--- src/rtl/maxpool_relu_wb_if.sv ---
// Write-back stage bus: pixel stream in from the convolve engine, pooled pixels out.
// The master drives frame control and pixels; the slave (the pooling stage) drives results.
interface maxpool_relu_wb_if #(
  parameter int BIT_DEPTH = 8,
  parameter int COL_AW    = 5,
  parameter int OUT_AW    = 6
);
  logic                 start;
  logic                 in_valid;
  logic [COL_AW-1:0]    in_col;
  logic [BIT_DEPTH-1:0] in_data;
  logic                 out_valid;
  logic [OUT_AW-1:0]    out_addr;
  logic [BIT_DEPTH-1:0] out_data;
  logic                 busy;
  logic                 frame_done;
  logic                 col_err;

  modport master (
    output start, in_valid, in_col, in_data,
    input  out_valid, out_addr, out_data, busy, frame_done, col_err
  );

  modport slave (
    input  start, in_valid, in_col, in_data,
    output out_valid, out_addr, out_data, busy, frame_done, col_err
  );
endinterface

--- src/rtl/maxpool_relu_wb.sv ---
// Optional ReLU then 2x2/stride-2 max pool over a raster pixel stream, linear write-back.
// Define MAXPOOL_RELU_EN to clamp negative (two's complement) inputs to zero before pooling.
module maxpool_relu_wb #(
  parameter int BIT_DEPTH = 8,
  parameter int FMAP_W    = 14,
  parameter int FMAP_H    = 14,
  parameter int COL_AW    = 5,
  parameter int OUT_AW    = 6
) (
  input logic              clk,
  input logic              rst,
  maxpool_relu_wb_if.slave bus
);
  typedef enum logic [1:0] {IDLE, EVEN_ROW, ODD_ROW, DONE} state_t;

  localparam int HW       = FMAP_W / 2;
  localparam int BW       = (HW > 1) ? $clog2(HW) : 1;
  localparam int RW       = $clog2(FMAP_H + 1);
  localparam int LAST_ROW = 2 * (FMAP_H / 2) - 1;

  state_t               state;
  logic [COL_AW-1:0]    col;
  logic [RW-1:0]        row;
  logic [BIT_DEPTH-1:0] hold;
  logic [BIT_DEPTH-1:0] rowbuf [HW];

  logic                 out_valid_q, frame_done_q, col_err_q;
  logic [OUT_AW-1:0]    out_addr_q;
  logic [BIT_DEPTH-1:0] out_data_q;

  logic [BIT_DEPTH-1:0] px, pmax, above, pool;
  logic [BW-1:0]        bidx;
  logic [OUT_AW-1:0]    addr_nxt;
  logic                 active, last_col;

`ifdef MAXPOOL_RELU_EN
  assign px = bus.in_data[BIT_DEPTH-1] ? '0 : bus.in_data;
`else
  assign px = bus.in_data;
`endif

  assign active   = (state == EVEN_ROW) || (state == ODD_ROW);
  assign last_col = (col == COL_AW'(FMAP_W - 1));
  assign bidx     = BW'(col >> 1);
  assign above    = rowbuf[bidx];
  assign pmax     = (px > hold) ? px : hold;
  assign pool     = (pmax > above) ? pmax : above;
  assign addr_nxt = OUT_AW'(int'(row >> 1) * HW + int'(col >> 1));

  always_ff @(posedge clk) begin
    if (rst) begin
      state        <= IDLE;
      col          <= '0;
      row          <= '0;
      hold         <= '0;
      out_valid_q  <= 1'b0;
      out_addr_q   <= '0;
      out_data_q   <= '0;
      frame_done_q <= 1'b0;
      col_err_q    <= 1'b0;
    end else begin
      out_valid_q  <= 1'b0;
      frame_done_q <= 1'b0;
      if (bus.start) begin
        // A pixel arriving with start is dropped; the new frame begins next cycle.
        state     <= EVEN_ROW;
        col       <= '0;
        row       <= '0;
        col_err_q <= 1'b0;
      end else begin
        case (state)
          IDLE: ;
          DONE: begin
            state        <= IDLE;
            frame_done_q <= 1'b1;
          end
          default: if (bus.in_valid) begin
            if (bus.in_col != col) col_err_q <= 1'b1;
            // An unpaired last column of odd-width maps only lands in hold and is never used.
            if (!col[0]) begin
              hold <= px;
            end else if (state == ODD_ROW) begin
              out_valid_q <= 1'b1;
              out_data_q  <= pool;
              out_addr_q  <= addr_nxt;
            end
            if (last_col) begin
              col <= '0;
              row <= row + 1'b1;
              if (state == EVEN_ROW)           state <= ODD_ROW;
              else if (row == RW'(LAST_ROW))   state <= DONE;
              else                             state <= EVEN_ROW;
            end else begin
              col <= col + 1'b1;
            end
          end
        endcase
      end
    end
  end

  // Row buffer holds horizontal maxima of the even row; contents need no reset.
  always_ff @(posedge clk) begin
    if (!rst && !bus.start && state == EVEN_ROW && bus.in_valid && col[0])
      rowbuf[bidx] <= pmax;
  end

  assign bus.out_valid  = out_valid_q;
  assign bus.out_addr   = out_addr_q;
  assign bus.out_data   = out_data_q;
  assign bus.busy       = active;
  assign bus.frame_done = frame_done_q;
  assign bus.col_err    = col_err_q;
endmodule

--- src/flat_wrapper.sv ---
// flat-port wrapper written by rule: the top's interface ports become plain ports
module maxpool_relu_wb_flat 
#(
  parameter int BIT_DEPTH = 8,
  parameter int FMAP_W    = 14,
  parameter int FMAP_H    = 14,
  parameter int COL_AW    = 5,
  parameter int OUT_AW    = 6
)
  (clk, rst, bus_start, bus_in_valid, bus_in_col, bus_in_data, bus_out_valid, bus_out_addr, bus_out_data, bus_busy, bus_frame_done, bus_col_err);
  maxpool_relu_wb_if #(.BIT_DEPTH(BIT_DEPTH), .COL_AW(COL_AW), .OUT_AW(OUT_AW)) bus_i ();
  input logic clk;
  input logic rst;
  input wire logic [$bits(bus_i.start)-1:0] bus_start;
  input wire logic [$bits(bus_i.in_valid)-1:0] bus_in_valid;
  input wire logic [$bits(bus_i.in_col)-1:0] bus_in_col;
  input wire logic [$bits(bus_i.in_data)-1:0] bus_in_data;
  output wire logic [$bits(bus_i.out_valid)-1:0] bus_out_valid;
  output wire logic [$bits(bus_i.out_addr)-1:0] bus_out_addr;
  output wire logic [$bits(bus_i.out_data)-1:0] bus_out_data;
  output wire logic [$bits(bus_i.busy)-1:0] bus_busy;
  output wire logic [$bits(bus_i.frame_done)-1:0] bus_frame_done;
  output wire logic [$bits(bus_i.col_err)-1:0] bus_col_err;
  assign bus_i.start = bus_start;
  assign bus_i.in_valid = bus_in_valid;
  assign bus_i.in_col = bus_in_col;
  assign bus_i.in_data = bus_in_data;
  assign bus_out_valid = bus_i.out_valid;
  assign bus_out_addr = bus_i.out_addr;
  assign bus_out_data = bus_i.out_data;
  assign bus_busy = bus_i.busy;
  assign bus_frame_done = bus_i.frame_done;
  assign bus_col_err = bus_i.col_err;
  maxpool_relu_wb #(.BIT_DEPTH(BIT_DEPTH), .FMAP_W(FMAP_W), .FMAP_H(FMAP_H), .COL_AW(COL_AW), .OUT_AW(OUT_AW)) u_core (.clk(clk), .rst(rst), .bus(bus_i));
endmodule
--- config.mk ---
export PLATFORM = sky130hd
export DESIGN_NAME = maxpool_relu_wb_flat
export DESIGN_NICKNAME = d
export VERILOG_FILES = /design/src/rtl/maxpool_relu_wb_if.sv /design/src/rtl/maxpool_relu_wb.sv /design/src/flat_wrapper.sv
export SDC_FILE = /design/constraint.sdc
export NUM_CORES = 1
export LEC_CHECK = 0
export BUFFER_PORTS_ARGS = -buffer_cell sky130_fd_sc_hd__buf_2
export CAP_MARGIN = 20
export CORE_MARGIN = 2
export CORE_UTILIZATION = 56
export CTS_CLUSTER_SIZE = 30
export DETAILED_ROUTE_END_ITERATION = 16
export PLACE_DENSITY = 0.83
export SLEW_MARGIN = 10
export SYNTH_ARGS = -nofsm -noshare
export SYNTH_HDL_FRONTEND = slang
export SYNTH_SLANG_ARGS = --single-unit
--- constraint.sdc ---
create_clock -name clk -period 3.95 [get_ports clk]
set_clock_uncertainty 0.2 [all_clocks]
set_input_delay 0.395 -clock clk [delete_from_list [all_inputs] [get_ports clk]]
set_output_delay 0.395 -clock clk [all_outputs]
set_load 0.02 [all_outputs]
# Word level (Yosys, flattened, before mapping)
# Memories as Yosys holds them, arrays and structs flattened. A register that Yosys moved wholly into a read port is not among the register bits.
# Index checks and enable logic that the tools add are counted.
# totals
ram_bits	56
ff_bits	36
mem_count	1
word_cells	66
input_bits	17
output_inout_bits	18
# mem_list
memory	words	width	read_ports	rd_ports_with_merged_regs	wr	line_no	text
u_core.rowbuf	7	8	1	1	1	maxpool_relu_wb.sv:25	logic [BIT_DEPTH-1:0] rowbuf [HW];
# op_classes
order_cmp	2
muxes	15
n_eq_ne	7
n_bitwise	5
add_sub_neg	3
reduce_logical	22
multipliers	1
# ops
operator	count
$gt 8x8->1	2
$mux 8	2
$reduce_and 3->1	4
$mux 2	4
$add 6x5->6	1
$mul 3x3->6 const B	1
$mux 3	2
$reduce_bool 3->1	2
$reduce_or 6->1	1
$add 5x1->5 const B	1
$eq 5x4->1 const B	1
$mux 1	5
$mux 5	1
$ne 5x5->1	1
$not 1->1	5
$reduce_and 5->1	1
$add 4x1->4 const B	1
$eq 2x2->1 const B	2
$eq 4x4->1 const B	1
$logic_and 1x1->1	4
$pmux 2 s2	1
$reduce_and 4->1	1
$reduce_bool 2->1	2
$reduce_or 2->1	2
other kinds (6)	7

# Depth between registers and ports, before layout
# Gate-level depths: netlist of run 1.
# depth
word_depth	7
depth_mapped	15
mapped_depth_nobuf	15

# Worst setup path before layout of run 1
# OpenSTA, ideal clock, no wires.
# synth_timing
kind	input -> register
startpoint	input bus_in_data[1]
endpoint	register u_core.out_data_q[0], in the netlist u_core.bus.out_data[0]
slack_ns	0.624
t_arrival_ns	3.054
setup_ns	0.073
required_ns	3.677
stages	14
cell_sequence	ha_1 nor2b_1 o211ai_1 a21oi_1 o22ai_4 mux2i_1 inv_1 ha_1 and4b_1 a211oi_1 o221ai_1 a21boi_4 a22oi_1 o21ai_1
# synth_via
elab_chain_cells	4
# synth_rtl
item	line_no	text
start, declared	flat_wrapper.sv:17	input wire logic [$bits(bus_i.in_data)-1:0] bus_in_data;
$gt 8x8->1	maxpool_relu_wb.sv:46	assign pmax = (px > hold) ? px : hold;
$mux 8	maxpool_relu_wb.sv:46	
named net u_core.pmax[2]	maxpool_relu_wb.sv:31	logic [BIT_DEPTH-1:0] px, pmax, above, pool;
$gt 8x8->1	maxpool_relu_wb.sv:47	assign pool = (pmax > above) ? pmax : above;
$mux 8	maxpool_relu_wb.sv:47	
end signal, assigned	maxpool_relu_wb.sv:84	out_data_q <= pool;
end, declared	maxpool_relu_wb.sv:29	logic [BIT_DEPTH-1:0] out_data_q;
# The timed path passes the listed nets, and every way through them passes these cells.
# A chain may end at the register's enable or synchronous reset.

# Worst setup path in the final report of run 1
# layout_timing
startpoint	register u_core.hold[1]
endpoint	register u_core.out_data_q[4], in the netlist u_core.bus.out_data[4]
# layout_via
elab_chain_cells	4
# layout_rtl
item	line_no	text
start, declared	maxpool_relu_wb.sv:24	logic [BIT_DEPTH-1:0] hold;
start signal, assigned	maxpool_relu_wb.sv:81	hold <= px;
$gt 8x8->1	maxpool_relu_wb.sv:46	
$mux 8	maxpool_relu_wb.sv:46	
named net u_core.pmax[7]	maxpool_relu_wb.sv:31	
$gt 8x8->1	maxpool_relu_wb.sv:47	
$mux 8	maxpool_relu_wb.sv:47	
# The timed path passes the listed nets, and every way through them passes these cells.

==> qor.yml, run 1 <==
vias: 2940
max_freq_mhz: 275
p_int_mw: 1.35
hold_path.class: "primary input to flip-flop"
dp.final_hpwl_um: 6340
vdd_drop_max_mv: 0.193
top_level_ports: 35
period_share_pct: 92.1
layout.nets: 478
path_class: "flip-flop to flip-flop"
switchingPower_mw: 0.462
whs_path_depth: 3
setup_violations: 0
path_clk_slew_ps: 100
finalPower_mw: 1.81
synthTopCellsByCount: "edfxtp_1, dfxtp_1, ha_1, nand2_1"
yosys.area_share.adder_pct: 11.0
crit_fanout: 8
synth_flop_cell: "edfxtp_1"
drv_cap: 0
grt-ovfl-total: 0
cp.depth: 15
fin_setup_tns_ps: 0
first_iter_violations: 223
endpoint_kind: "flip-flop"
critPathMaxStageDelay_ps: 370
drtAntennaViolNets: 0
dp_cells: 514
met2_usage_pct: 34.5
netlist-cell-type-count: 43
fin_cells: 533
grt_usage_pct: 21.0
cts.path.max_buffers: 2
die_area_um2: 8960
synthTopCellsByArea: "edfxtp_1, dfxtp_1, ha_1"
p_leak_nw: 2.01
routedWlPerCell_um: 16.2
hold_buffers: 0
crit_slowest_cell: "dfxtp_1"
grt_max_degree: 20
synth_most_common_cell: "edfxtp_1"
fin_crit_ps: 3640
cp_cell_sequence: "inv_1 -> ha_1 -> nor2b_1 -> o211ai_1 -> a21oi_1 -> o22ai_4 -> buf_4 -> mux2i_1 -> inv_1 -> ha_1 -> nand4_1 -> or2_2 -> a21boi_4 -> a22oi_1 -> o21ai_1"
cts_sinks: 95
synth_nets: 437
synth_top_family_by_area: "multiplexers"
post_dp_cell_area_um2: 4870
r2r-start: "u_core.hold[1]"
io_buffers: 34
grt_pass1_wl_um: 14200
ys_ff_latch: 95
path_buf_inv: 3
ys_seq_area_share_pct: 53.5
worstPathRequired_ps: 4060
avgSynthCellArea_um2: 12.1
numCtsBuffers: 9
fp.dieW_um: 94.7
start_kind: "flip-flop"
worst_pin_slew_ps: 887
path_delay_family: "compound AO/OA/AOI/OAI gates"
num_antenna_cells: 0
finalHoldViolCount: 0
synth_xor_area_share_pct: 2.66
synth_compound_area_share_pct: 6.82
synth_edf_count: 56
initial_utilization_pct: 56.9
syn2layout_area_growth_pct: 10.7
p_comb_share_pct: 6.3
hold_start: "bus_in_data[7]"
final_area_um2: 5090
use_met3_pct: 3.99
htree_num_levels: 3
insertion_delay_ps: 380
syn_inst: 382
gp_congestion: 0.850
worstPathArrival_ps: 3750
p_sw_share_pct: 25.5
coreArea_um2: 8090
routed_wl_um: 8630
powerDensity_nw_per_um2: 356
row_count: 33
gr-usage-met1_pct: 27.5
yosys.area_share.simple_pct: 10.5
seq_power_share_pct: 58.5
remaining_drc_errors: 0
crit_path_start: "u_core.hold[1]"
yosysTopAreaCell: "edfxtp_1"
synth.area.mux_share_pct: 11.1
clk_root_buffer_cell: "clkbuf_8"
p_clk_share_pct: 35.2
dieHeight_um: 94.7
relSlewSlack_pct: 40.6
synth_top_area_share_pct: 36.5
grt_antenna_before_repair: 0
setup_ws_ps: 311
ys_warn_count: 0
cts_tree: "yes"
drive_gt1_share_pct: 18.7
slew_violations: 0
first_pass_iters: 5
ff2ff_path_depth: 15
grt_pass1_vias: 2920
status: "completed"
async_flop_share_pct: 0
rsz0062_at_grt: "false"
preCtsSetupSlack_ps: 128
viasPerCell: 5.52
gr-max-usage-layer: "met2"
netlist_area_um2: 4600
==> worst paths after layout <==
path / to / slack (ps)
max: u_core.bus.out_data[4] / 310
min: u_core.hold[7] / 90
max reg2reg: u_core.bus.out_data[4] / 310
min reg2reg: u_core.bus.col_err / 270
==> layout by cell type (no fill, tap or decap), types with 2 or more instances in the layout <==
cell	synthesis	layout
mux4_2	8	8
a22oi_1	6	6
dfxtp_1	39	39
inv_1	33	33
xnor2_1	9	9
ha_1	34	34
o21ai_1	6	6
o21ai_0	9	9
clkinv_4	0	2
a21o_1	3	3
a211oi_1	3	2
nor2_1	33	33
nor3_1	5	5
and2_1	2	2
mux2i_1	32	32
fa_1	4	4
buf_2	4	34
nand3_1	4	4
a21oi_1	14	14
nand4_1	6	6
clkbuf_8	0	9
nand2b_1	5	5
xor2_1	5	5
or2_2	3	3
o211ai_1	3	3
inv_8	0	4
edfxtp_1	56	56
nand2_1	34	34
buf_4	2	8
==> power groups by stage <==
stage	Sequential (mW)	Combinational, mW	Clock (mW)
4_1_cts	1.06	0.107	0.643
3_5_place_dp	1.08	0.106	0
2_1_floorplan	1.08	0.0738	0
6_report	1.06	0.115	0.638
5_1_grt	1.06	0.129	0.681
3_3_place_gp	1.08	0.100	0
==> cells by family (layout without fill, tap and decap cells) <==
| group | after synthesis | count (layout) |
|---|---|---|
| fa+ha+maj | 38 | 38 |
| mux | 41 | 41 |
| flops | 95 | 95 |
| xor+xnor | 14 | 14 |
| buf+inv | 46 | 92 |
| simple gates | 100 | 100 |
| compound gates | 48 | 48 |
==> layer usage <==
| layer | vias to the layer above | wire length (um) |
|---|---|---|
| li1 | 1428 | - |
| met1 | 1433 | 3870 |
| met2 | 64 | 4230 |
| met3 | 15 | 374 |
| met4 | 0 | 151 |
| met5 | - | 0 |
==> worst register-to-register path, delay by kind of cell (launching register included) <==
kind,cells,cell delay [ps]
buffers and inverters,3,460
muxes,1,270
and+or+nand+nor,3,620
adders and majority gates,2,650
AOI/OAI and AO/OA,6,990
DFF,1,370
==> sequential cells by signal, summed over array words and instances (netlist names), named ones only <==
register,cells
u_core.bus.col_err,1
u_core.bus.frame_done,1
u_core.rowbuf,56
u_core.col,5
u_core.row,4
u_core.bus.out_data,8
u_core.bus.out_addr,6
u_core.state,2
u_core.bus.out_valid,1
u_core.hold,8
==> per-stage QoR <==
step / util (%) / hold slack, ps
finish: 63.0 / 87.0
global route: 63.0 / 99.7
CTS: 62.5 / 84.4
detailed placement: 60.1 / 259
global placement: 60.1 / 244
floorplan: - / 283
==> cell type report <==
class                           count  area (um^2)
Fill cell                         629         3000
Sequential cell                    95         2460
Multi-Input combinational cell    241         1950
Timing Repair Buffer               42          230
Tap cell                          105          131
Inverter                           34          128
Clock buffer                        9          124
Clock inverter                      7         71.3
==> timing repair <==
action                                  4_1_cts  5_1_grt
resized for setup                             0        2
setup buffers                                 0        3
endpoints found under the setup margin        0        8
(Power assumes the default switching activity.)
==> run 2, diff against run 1 <==
- PLACE_DENSITY: 0.83 -> default
- PLACE_DENSITY_LB_ADDON: default -> 0.25
- clock period: 3.95 -> 4.6 ns (I/O delays scaled with it)
==> run 2 against run 1 <==
- count of clock-buffer cells in the layout unchanged
- fmax decreased by 3.1%
- setup slack improved by 530 ps
- total power decreased by 15%
- register-to-register slack improved by 530 ps
- non-clock buffer count decreased by 5
- final cell count decreased by 0.94%
- clock power decreased by 16%
- wire length decreased by 3.5%
- critical endpoint is now u_core.bus.out_data[3]
==> qor.yml, run 2 (synthesized netlist as in run 1, its figures left out) <==
hold_buffers: 0  # unchanged
powerDensity_nw_per_um2: 306  # -14%
fin_crit_ps: 3760  # +117 ps
clk_root_buffer_cell: "clkbuf_8"
cts_sinks: 95  # unchanged
grt_usage_pct: 20.2  # -0.82 points
drv_cap: 0  # unchanged
cts_setup_buffers: 0  # unchanged
grt_pass1_wl_um: 13500  # -4.7%
grt_pass1_vias: 2771  # -5.1%
layout.nets: 473  # -1.0%
p_leak_nw: 1.98  # -1.8%
setup_violations: 0  # unchanged
num_antenna_cells: 0  # unchanged
row_count: 33  # unchanged
slew_violations: 0  # unchanged
die_area_um2: 8960  # unchanged
ff2ff_setup_slack_ps: 840  # +530 ps
cts.path.max_buffers: 2  # unchanged
routedWlPerCell_um: 15.8  # -2.6%
crit_fanout: 8  # unchanged
status: "completed"
viasPerCell: 5.44  # -1.4%
drive_gt1_share_pct: 17.3  # -1.4 points
syn2layout_area_growth_pct: 9.57
initial_utilization_pct: 56.9  # unchanged
max_freq_mhz: 266  # -3.1%
dp.final_hpwl_um: 6070  # -4.3%
crit_slowest_cell: "dfxtp_1"
relSlewSlack_pct: 40.9  # +0.26 points
final_area_um2: 5040  # -1.0%
drtAntennaViolNets: 0  # unchanged
period_share_pct: 81.7  # -10 points
gp_congestion: 0.822  # -3.4%
htree_num_levels: 3  # unchanged
cp-endpoint: "u_core.bus.out_data[3]"
rsz0062_at_grt: "false"
grt_max_degree: 25  # +25%
finalHoldViolCount: 0  # unchanged
path_buf_inv: 2  # -1
cts_resized: 0  # unchanged
crit_path_start: "u_core.hold[1]"
vdd_drop_max_mv: 0.159  # -17%
dieHeight_um: 94.7  # unchanged
fin_setup_tns_ps: 0  # unchanged
final_common_cell: "edfxtp_1"
coreArea_um2: 8090  # unchanged
first_pass_iters: 4  # -1
endpoint_kind: "flip-flop"
io_buffers: 34  # unchanged
r2r-start: "u_core.hold[1]"
remaining_drc_errors: 0  # unchanged
top_level_ports: 35  # unchanged
ff2ff_path_depth: 15  # unchanged
numCtsBuffers: 9  # unchanged
top_register: "u_core.rowbuf"
routed_wl_um: 8320  # -3.5%
critPathMaxStageDelay_ps: 360  # about the same
worstPathArrival_ps: 3850  # +100 ps
regToRegEndpoint: "u_core.bus.out_data[3]"
path_class: "flip-flop to flip-flop"
cp.depth: 15  # unchanged
hold_path.class: "primary input to flip-flop"
vias: 2871  # -2.3%
first_iter_violations: 118  # -47%
whs_path_depth: 3  # unchanged
grt-ovfl-total: 0  # unchanged
path_clk_slew_ps: 110  # about the same
insertion_delay_ps: 360  # -20 ps
post_dp_cell_area_um2: 4850  # -0.31%
cp_cell_sequence: "inv_1 -> ha_1 -> nor2b_1 -> o211ai_1 -> a21oi_1 -> o22ai_4 -> mux2i_1 -> inv_1 -> ha_1 -> and4b_1 -> a211oi_1 -> o221ai_1 -> a21boi_4 -> a22oi_1 -> o21ai_1"
worstPathRequired_ps: 4700  # +640 ps
fillers: 658  # +4.6%
fp.dieW_um: 94.7  # unchanged
grt_antenna_before_repair: 0  # unchanged
start_kind: "flip-flop"
path_delay_family: "compound AO/OA/AOI/OAI gates"
cts_tree: "yes"
worst_pin_slew_ps: 885  # -1.83 ps
largest_reg_flops: 56  # unchanged
mostFrequentLayoutCells: "edfxtp_1, dfxtp_1, nand2_1, ha_1, buf_2"
[run 2: cell types whose count changed in the layout (fill, tap and decap cells not counted)]
| cell | previous run | this run |
|---|---|---|
| o221ai_1 | 0 | 1 |
| buf_4 | 8 | 3 |
| clkinv_4 | 2 | 0 |
| a211oi_1 | 2 | 3 |
| o221ai_2 | 1 | 0 |
| clkinvlp_4 | 0 | 2 |
| a211oi_2 | 1 | 0 |
[run 2: report_power, final]
part | total, mW | internal, mW | switching [mW]
Combinational | 0.0906 | 0.0332 | 0.0574
Sequential | 0.911 | 0.908 | 0.00315
Clock | 0.539 | 0.214 | 0.326
[run 2: worst min path at each step]
stage | startpoint | to | slack [ps]
after floorplan | u_core.hold[1] | u_core.hold[1] | 280
after global placement | u_core.bus.col_err | u_core.bus.col_err | 240
after detailed placement | u_core.bus.col_err | u_core.bus.col_err | 250
after CTS | bus_in_data[4] | u_core.hold[4] | 150
after global routing | bus_in_data[7] | u_core.hold[7] | 180
final | bus_in_data[4] | u_core.hold[4] | 160
[run 2: stage by stage]
step / hold slack (ps) / power [mW] / utilization, % / setup slack [ps] / instances
after floorplan: 283 / 0.993 / - / 1210 / 382
after global placement: 244 / 1.02 / 59.9 / 815 / 512
after detailed placement: 255 / 1.02 / 59.9 / 653 / 512
after CTS: 152 / 1.55 / 62.3 / 850 / 528
after global routing: 183 / 1.59 / 62.3 / 568 / 528
final: 163 / 1.54 / 62.3 / 844 / 528
[run 2: layout make-up]
class                           instances  area, um^2  share of cell area, %
Tap cell                              105         131                   2.60
Multi-Input combinational cell        241        1940                   38.4
Clock buffer                            9         124                   2.46
Inverter                               34         128                   2.53
Clock inverter                          7        68.8                   1.36
Timing Repair Buffer                   37         193                   3.82
Sequential cell                        95        2460                   48.8
[run 2: layer usage]
metal	GRT usage, %	wire length, um	part of all wire (%)	vias up
li1	-	-	-	1422
met3	3.75	404	4.9	11
met5	0	0	0	-
met2	32.5	3990	48	59
met1	27.6	3800	46	1379
met4	7.37	134	1.6	0
[run 2: worst min-delay path, stage by stage]
cell     delay (ps)
buf_2           100
mux2i_1          60
nor2_1           70
